File: config.mk
export PLATFORM = sky130hd
export DESIGN_NAME = rs_enc_lfsr
export DESIGN_NICKNAME = d
export VERILOG_FILES = /design/src/rtl/rs_enc_lfsr_pkg.sv /design/src/rtl/rs_enc_lfsr_core.sv /design/src/rtl/rs_enc_lfsr.sv
export SDC_FILE = /design/constraint.sdc
export NUM_CORES = 1
export LEC_CHECK = 0
export CORE_MARGIN = 5
export CORE_UTILIZATION = 25
export DETAILED_ROUTE_END_ITERATION = 10
export HOLD_SLACK_MARGIN = 0.02
export SETUP_SLACK_MARGIN = 0.2
export SYNTH_ARGS = -nofsm -noshare
export SYNTH_HDL_FRONTEND = slang
export SYNTH_HIERARCHICAL = 1
export SYNTH_SLANG_ARGS = --single-unit
File: constraint.sdc
create_clock -name aclk -period 3.4 [get_ports aclk]
set_input_delay 0.51 -clock aclk [delete_from_list [all_inputs] [get_ports aclk]]
set_output_delay 0.51 -clock aclk [all_outputs]
set_load 0.005 [all_outputs]
File: src/rtl/rs_enc_lfsr_pkg.sv
// GF(2^8) arithmetic, RS generator polynomial and encoder state type shared by
// the systematic Reed-Solomon encoder.
package rs_enc_lfsr_pkg;

  localparam int SYMB_WIDTH = 8;
  localparam int T_LEN      = 8;
  localparam int PAR_LEN    = 2 * T_LEN;
  localparam logic [SYMB_WIDTH:0] PRIM_POLY = 9'h11D;

  typedef logic [SYMB_WIDTH-1:0] symb_t;
  typedef logic [PAR_LEN-1:0][SYMB_WIDTH-1:0] gen_poly_t;
  typedef enum logic {MSG, PARITY} enc_state_e;

  function automatic symb_t gf_mult(input symb_t a, input symb_t b);
    symb_t acc;
    symb_t sh;
    acc = '0;
    sh  = a;
    for (int i = 0; i < SYMB_WIDTH; i++) begin
      if (b[i]) acc = acc ^ sh;
      sh = sh[SYMB_WIDTH-1] ? ((sh << 1) ^ PRIM_POLY[SYMB_WIDTH-1:0]) : (sh << 1);
    end
    return acc;
  endfunction

  // g(x) = prod_{i=1..PAR_LEN} (x + alpha^i); the monic x^PAR_LEN term is dropped.
  function automatic gen_poly_t gen_poly_calc();
    logic [PAR_LEN:0][SYMB_WIDTH-1:0] g;
    symb_t root;
    g    = '0;
    g[0] = symb_t'(1);
    root = symb_t'(1);
    for (int i = 1; i <= PAR_LEN; i++) begin
      root = gf_mult(root, symb_t'(2));
      for (int k = PAR_LEN; k >= 1; k--) g[k] = g[k-1] ^ gf_mult(g[k], root);
      g[0] = gf_mult(g[0], root);
    end
    return g[PAR_LEN-1:0];
  endfunction

  localparam gen_poly_t GEN_POLY = gen_poly_calc();

endpackage

File: src/rtl/rs_enc_lfsr_core.sv
// Parity remainder register bank: GF feedback division on load, plain
// upward shift with zero fill on shift (parity readout).
module rs_enc_lfsr_core
  import rs_enc_lfsr_pkg::*;
(
  input  logic                  clk,
  input  logic                  rst_n,
  input  logic                  load,
  input  logic                  shift,
  input  logic [SYMB_WIDTH-1:0] din,
  output logic [SYMB_WIDTH-1:0] rem_top
);

  logic [PAR_LEN-1:0][SYMB_WIDTH-1:0] rem;
  symb_t fb;

  assign fb      = din ^ rem[PAR_LEN-1];
  assign rem_top = rem[PAR_LEN-1];

  always_ff @(posedge clk or negedge rst_n) begin
    if (!rst_n) begin
      rem <= '0;
    end else if (load) begin
      rem[0] <= gf_mult(fb, GEN_POLY[0]);
      for (int j = 1; j < PAR_LEN; j++) rem[j] <= rem[j-1] ^ gf_mult(fb, GEN_POLY[j]);
    end else if (shift) begin
      rem[0] <= '0;
      for (int j = 1; j < PAR_LEN; j++) rem[j] <= rem[j-1];
    end
  end

endmodule

File: src/rtl/rs_enc_lfsr.sv
// Systematic RS encoder: forwards message symbols, then appends PAR_LEN parity
// symbols through a single-register AXI-stream output slice.
module rs_enc_lfsr
  import rs_enc_lfsr_pkg::*;
#(
  parameter int K_LEN = 239
)
(
  input  logic                  aclk,
  input  logic                  aresetn,
  input  logic                  s_tvalid,
  output logic                  s_tready,
  input  logic [SYMB_WIDTH-1:0] s_tdata,
  input  logic                  s_tlast,
  output logic                  m_tvalid,
  input  logic                  m_tready,
  output logic [SYMB_WIDTH-1:0] m_tdata,
  output logic                  m_tlast,
  output logic                  len_err_o
);

  localparam int MCNT_W = $clog2(K_LEN + 1);
  localparam int PCNT_W = $clog2(PAR_LEN);

  enc_state_e        state, state_nxt;
  logic [MCNT_W-1:0] msg_cnt;
  logic [PCNT_W-1:0] par_cnt;
  logic              adv, accept, par_load, cnt_full, par_last;
  symb_t             rem_top;

  assign adv      = !m_tvalid || m_tready;
  // Gated by aresetn so the source never sees ready while reset is held.
  assign s_tready = (state == MSG) && adv && aresetn;
  assign accept   = s_tvalid && s_tready;
  assign par_load = (state == PARITY) && adv;
  assign cnt_full = (msg_cnt == MCNT_W'(K_LEN - 1));
  assign par_last = (par_cnt == PCNT_W'(PAR_LEN - 1));

  always_comb begin
    state_nxt = state;
    case (state)
      MSG:     if (accept && (s_tlast || cnt_full)) state_nxt = PARITY;
      PARITY:  if (par_load && par_last) state_nxt = MSG;
      default: state_nxt = MSG;
    endcase
  end

  always_ff @(posedge aclk or negedge aresetn) begin
    if (!aresetn) begin
      state     <= MSG;
      msg_cnt   <= '0;
      par_cnt   <= '0;
      len_err_o <= 1'b0;
    end else begin
      state     <= state_nxt;
      len_err_o <= accept && cnt_full && !s_tlast;
      if (par_load && par_last) msg_cnt <= '0;
      else if (accept)          msg_cnt <= msg_cnt + MCNT_W'(1);
      if (par_load) par_cnt <= par_last ? '0 : par_cnt + PCNT_W'(1);
    end
  end

  // Output register slice: message pass-through or parity readout.
  always_ff @(posedge aclk or negedge aresetn) begin
    if (!aresetn) begin
      m_tvalid <= 1'b0;
      m_tdata  <= '0;
      m_tlast  <= 1'b0;
    end else if (accept) begin
      m_tvalid <= 1'b1;
      m_tdata  <= s_tdata;
      m_tlast  <= 1'b0;
    end else if (par_load) begin
      m_tvalid <= 1'b1;
      m_tdata  <= rem_top;
      m_tlast  <= par_last;
    end else if (adv) begin
      m_tvalid <= 1'b0;
    end
  end

  rs_enc_lfsr_core u_core (
    .clk     (aclk),
    .rst_n   (aresetn),
    .load    (accept),
    .shift   (par_load),
    .din     (s_tdata),
    .rem_top (rem_top)
  );

endmodule

## Word level (Yosys, flattened, before mapping)

Cells that the tools add are included.

- Add/sub/neg operators: 2
- Equality and inequality tests: 2
- Multiplexer cells: 61
- Bitwise gates (word level): 60
- Reduce and logical (&&, ||, !) cells: 15

Operators by type and width:

| cell | number |
|---|---|
| bitwise XOR 8 bit | 52 |
| two-way mux 8 bit | 43 |
| two-way mux 128 bit | 2 |
| two-way mux 5 bit | 7 |
| NOT 4 bit | 7 |
| adder 8 x 1 -> 8 bit, second input constant | 1 |
| == test 8 bit, second input constant | 1 |
| logical AND 1 bit | 8 |
| two-way mux 1 bit | 7 |
| adder 4 x 1 -> 4 bit, second input constant | 1 |
| == test 4 bit, second input constant | 1 |
| two-way mux 4 bit | 1 |
| nonzero test 2 bit | 2 |
| nonzero test 3 bit | 1 |
| zero test 1 bit | 2 |
| logical OR 1 bit | 2 |
| case mux 1 bit (2 select lines) | 1 |
| NOT 1 bit | 1 |

- Bits in registers: 152
- Input port bits: 13
- Output and inout port bits: 12
- Word-level logic and storage cells: 163

## Depth between registers and ports, before layout

- Depth in word-level cells: 19
- Gate-level depth with buffers: 10
- Gate-level depth less buffers: 6

## By module

The synthesis kept the hierarchy.

By module, submodules not included:

| module | times used | cells an instance | area an instance (um2) | seq. area each (um2) |
|---|---|---|---|---|
| rs_enc_lfsr_core | 1 | 821 | 8,717.1 | 3,203.1 |
| rs_enc_lfsr | 1 | 120 | 1,156.1 | 600.6 |

## Least setup slack after synthesis

Ideal clock, no wire load.

- Kind: input-to-reg
- Start point: input m_tready
- End point: register u_core/rem[29] (netlist name)
- Setup time: 136 ps
- Data arrival time: 2,292 ps
- Required time: 3,264 ps
- Path slack: 973 ps
- Stages: 9
- Buffers on the path: 4
- Path through: nand2b_1 nand2_1 inv_1 buf_2 clkbuf_1 clkbuf_1 clkbuf_1 mux2i_1 o21ai_0

- Elaborated cells between the ends (all ways): 7
- Those cells by class: mux: 1; reduce/logical: 6

RTL lines:

| item | line | source |
|---|---|---|
| start: declaration | rs_enc_lfsr.sv:16 | `input logic m_tready,` |
| logical OR 1 bit | rs_enc_lfsr.sv:31 | `assign adv = !m_tvalid \|\| m_tready;` |
| logical AND 1 bit | rs_enc_lfsr.sv:35 | `assign par_load = (state == PARITY) && adv;` |
| named net par_load | rs_enc_lfsr.sv:28 | `logic adv, accept, par_load, cnt_full, par_last;` |
| nonzero test 2 bit (no line) | - |  |
| end: declaration | rs_enc_lfsr_core.sv:14 | `logic [PAR_LEN-1:0][SYMB_WIDTH-1:0] rem;` |

The timed path passes the listed nets, and every way through them passes these cells.
A chain may end at the register's enable or synchronous reset.

## Worst setup path in the final report

- Start point: input s_tdata[4]
- End point: register u_core/rem[75] (netlist name)

- Longest elaborated chain between the ends: 11
- Elaborated cells between the ends (all ways): 16
- Those cells by class: mux: 8; bitwise: 8

Ends and longest elaborated chain:

| item | line | source |
|---|---|---|
| start: declaration | rs_enc_lfsr.sv:13 | `input logic [SYMB_WIDTH-1:0] s_tdata,` |
| bitwise XOR 8 bit * | rs_enc_lfsr_core.sv:17 | `assign fb = din ^ rem[PAR_LEN-1];` |
| two-way mux 5 bit * | rs_enc_lfsr_pkg.sv:21 | `sh = sh[SYMB_WIDTH-1] ? ((sh << 1) ^ PRIM_POLY[SYMB_WIDTH-1:0]) : (sh << 1);` |
| two-way mux 5 bit | rs_enc_lfsr_pkg.sv:21 |  |
| NOT 4 bit (no line) | - |  |
| two-way mux 5 bit | rs_enc_lfsr_pkg.sv:21 |  |
| NOT 4 bit (no line) | - |  |
| two-way mux 5 bit | - |  |
| bitwise XOR 8 bit * | rs_enc_lfsr_pkg.sv:20 | `if (b[i]) acc = acc ^ sh;` |
| two-way mux 8 bit * | rs_enc_lfsr_core.sv:23 | `end else if (load) begin` |
| bitwise XOR 8 bit * | rs_enc_lfsr_core.sv:25 | `for (int j = 1; j < PAR_LEN; j++) rem[j] <= rem[j-1] ^ gf_mult(fb, GEN_POLY[j]);` |
| two-way mux 128 bit * | rs_enc_lfsr_core.sv:23 |  |

Mark *: on every way between the ends. The rest lies on a longest branch, timed or not. The select of a mux whose other input is x is not followed.

==> flow_summary.ini <==
[outcome]
status = finished clean

[clock_network]
clock_path_buffers = 2
clock_sinks = 152
insertion_delay_ns = 0.43
cts_tree = built
cts_root_buffer = clkbuf_16
clk_pin_slew_ns = 0.06
cts_buffers = 17
post_cts_buffers = 0
cts_max_level = 4

[critical_path]
path_max_fanout = 9
cpPeakStageDelay_ns = 0.89
cp_num_buf_inv = 1
arrival_ns = 3.16
worst-setup-path-type = primary input to flop
cp_common_cell = xnor2_1
worst_setup_path_end_kind = flop
startpoint_type = primary input
crit_chain = clkdlybuf4s50_1 -> xor2_4 -> xnor2_1 -> xor3_1 -> xnor2_1 -> a21oi_1
critPathTopFamily = XOR/XNOR gates
crit_required_ns = 3.70
critPathSlowestCell = xnor2_1

[synth]
ys_types = 43
synth_enable_flop_cells = 0
yosys-top-cells-area = dfrtp_1 (39%), xnor2_1 (14%), a211oi_1 (7.1%), nor2b_1 (6.1%), xnor3_1 (5.7%)
yosysSeqAreaShare = 0.385
yosysTopAreaCellShare = 0.385
synth_async_sr_flop_share = 1.00
avgSynthCellArea_um2 = 10.5
synth_area_mm2 = 0.00987
synth_cells = 941
ys_warn_count = 6
synth_top_area_cell = dfrtp_1
ys.flop_type = dfrtp_1
yosys_register_bits = 152
syn-num-nets = 957

[finish]
drive_above_1_share = 0.114
layout.cells.non_filler = 1483
areaGrowthSynthToFinish_pct = 16.4
nNetsFinal = 969
antenna_cells = 0

[sta]
rsz0062_at_grt = false
final-setup-viol-count = 0
final.setup_skew_ns = 0.0122
min_period_over_period = 0.841
setup-tns-final_ns = 0
hold_viol_final = 0
fin_crit_ns = 2.86
max_freq_ghz = 0.350
slew_violations = 0
tightest_slew_ns = 1.01
slew_headroom = 0.323

[route]
antenna_left = 0
routed_wl_mm = 24.7
dr.first_iter.drc_count = 643
drcViolationCount = 0
wl_per_cell_um = 16.7
drt_pass1_iterations = 4
viasPerCell = 4.62
via_count = 6858

[placement]
gp_congestion = 0.829
io_buffers = 24
dp_hpwl_mm = 16.8
dp.cells = 1451

[grt]
grt_max_degree = 145
antenna_found_initial = 0
grt_pass1_wl_mm = 39.4
grtUsageTotal = 0.114
grt_overflow = 0
grt_pass1_vias = 6635

[floorplanning]
start_util = 0.254
die_area_mm2 = 0.0436
boundaryPins = 25
die_h_um = 209
core_mm2 = 0.0388
row_count = 72
die_w_um = 209

[job]
maxCapViolCount = 0

[worst_hold_path]
min_path_type = primary input to asynchronous set/reset pin
## cell usage after synthesis, types with 2 or more instances
master,n
xnor3_4,3
buf_1,2
nor2_1,17
xnor2_2,14
xnor2_1,155
o32ai_1,2
buf_4,11
ha_1,3
nor3_1,6
mux2_2,2
o22ai_1,5
nand2_1,47
xor2_2,2
nor2b_1,96
or3_1,3
a22oi_1,8
inv_1,6
a21o_1,4
xnor3_2,2
xnor3_1,25
xor2_1,37
xor3_1,4
a21oi_1,99
xnor2_4,5
dfrtp_1,152
a211oi_1,94
mux2i_1,21
nor4_2,3
clkbuf_1,52
nand2b_1,2
nand4_1,5
nand3_1,14
buf_2,6
o21ai_0,25
## layer usage
| layer | vias up | track usage | part of all wire | wire length, um |
|---|---|---|---|---|
| met5 | - | 0 | 0 | 0 |
| met1 | 3431 | 0.164 | 0.49 | 12100 |
| met2 | 124 | 0.177 | 0.46 | 11300 |
| li1 | 3282 | - | - | - |
| met3 | 21 | 0.0234 | 0.038 | 932 |
| met4 | 0 | 0.0288 | 0.013 | 329 |
## final timing paths
kind	startpoint	endpoint	slack, ns	depth (start not counted)
min	aresetn	m_tvalid	0.45	2
min reg2reg	m_tdata[3]	m_tdata[3]	0.50	2
max reg2reg	u_core/rem_top[0]	u_core/rem[86]	0.68	5
max in group asynchronous	aresetn	u_core/rem[50]	1.94	3
max	s_tdata[4]	u_core/rem[75]	0.54	6
min in group aclk	m_tdata[3]	m_tdata[3]	0.50	2
## layout make-up
type                       instances  area (um^2)
clock buffer                      22          484
clock inverter                     9          139
fill                            3951        27300
inverter                           6         32.5
multi-input combinational        712         5750
sequential                       152         3800
tap                              518          648
timing repair buffer              64          632
## cells by family (layout without fill, tap and decap cells)
group | count (synthesis) | after routing | share of synthesized area
mux | 23 | 23 | 0.0236
flops | 152 | 152 | 0.385
xor+xnor | 248 | 248 | 0.293
buf+inv | 77 | 101 | 0.0342
compound gates | 241 | 241 | 0.152
simple gates | 197 | 197 | 0.108
fa+ha+maj | 3 | 3 | 0.00380
## state kept, by name (all words and copies together) (netlist names)
signal and flops:
m_tvalid 1, state 1, m_tlast 1, par_cnt 4, len_err_o 1, u_core/rem_top 8
m_tdata 8, u_core/rem 120, msg_cnt 8
## cells in the final DEF (no fill, tap or decap), drive strengths merged, types with 7 or more instances in the layout
cell and n:
o21ai 25, nor2b 96, nor3 7, a211oi 94, nand3 14, nor2 18, clkdlybuf4s50 23, clkbuf 22
xnor2 174, nand2 47, inv 8, xnor3 30, mux2i 21, xor2 40, buf 40, dfrtp 152
a22oi 8, a21oi 99
## timing repair
item                                   4_1_cts  5_1_grt
hold buffers                                 1        0
endpoints found under the hold margin        8        0
gates resized for setup                      0        0
## per-stage QoR
step	utilization	hold slack (ns)	instance area, um^2	setup slack (ns)
finish	0.296	0.447	11500	0.540
global placement	0.280	0.323	10900	0.0689
global route	0.296	0.461	11500	0.373
floorplan	-	0.214	9870	0.973
CTS	0.296	0.432	11500	0.564
detailed placement	0.280	0.324	10900	0.0941
Power is not shown: default switching activity piles up to over one toggle a cycle in this logic, so the estimate is an artifact.
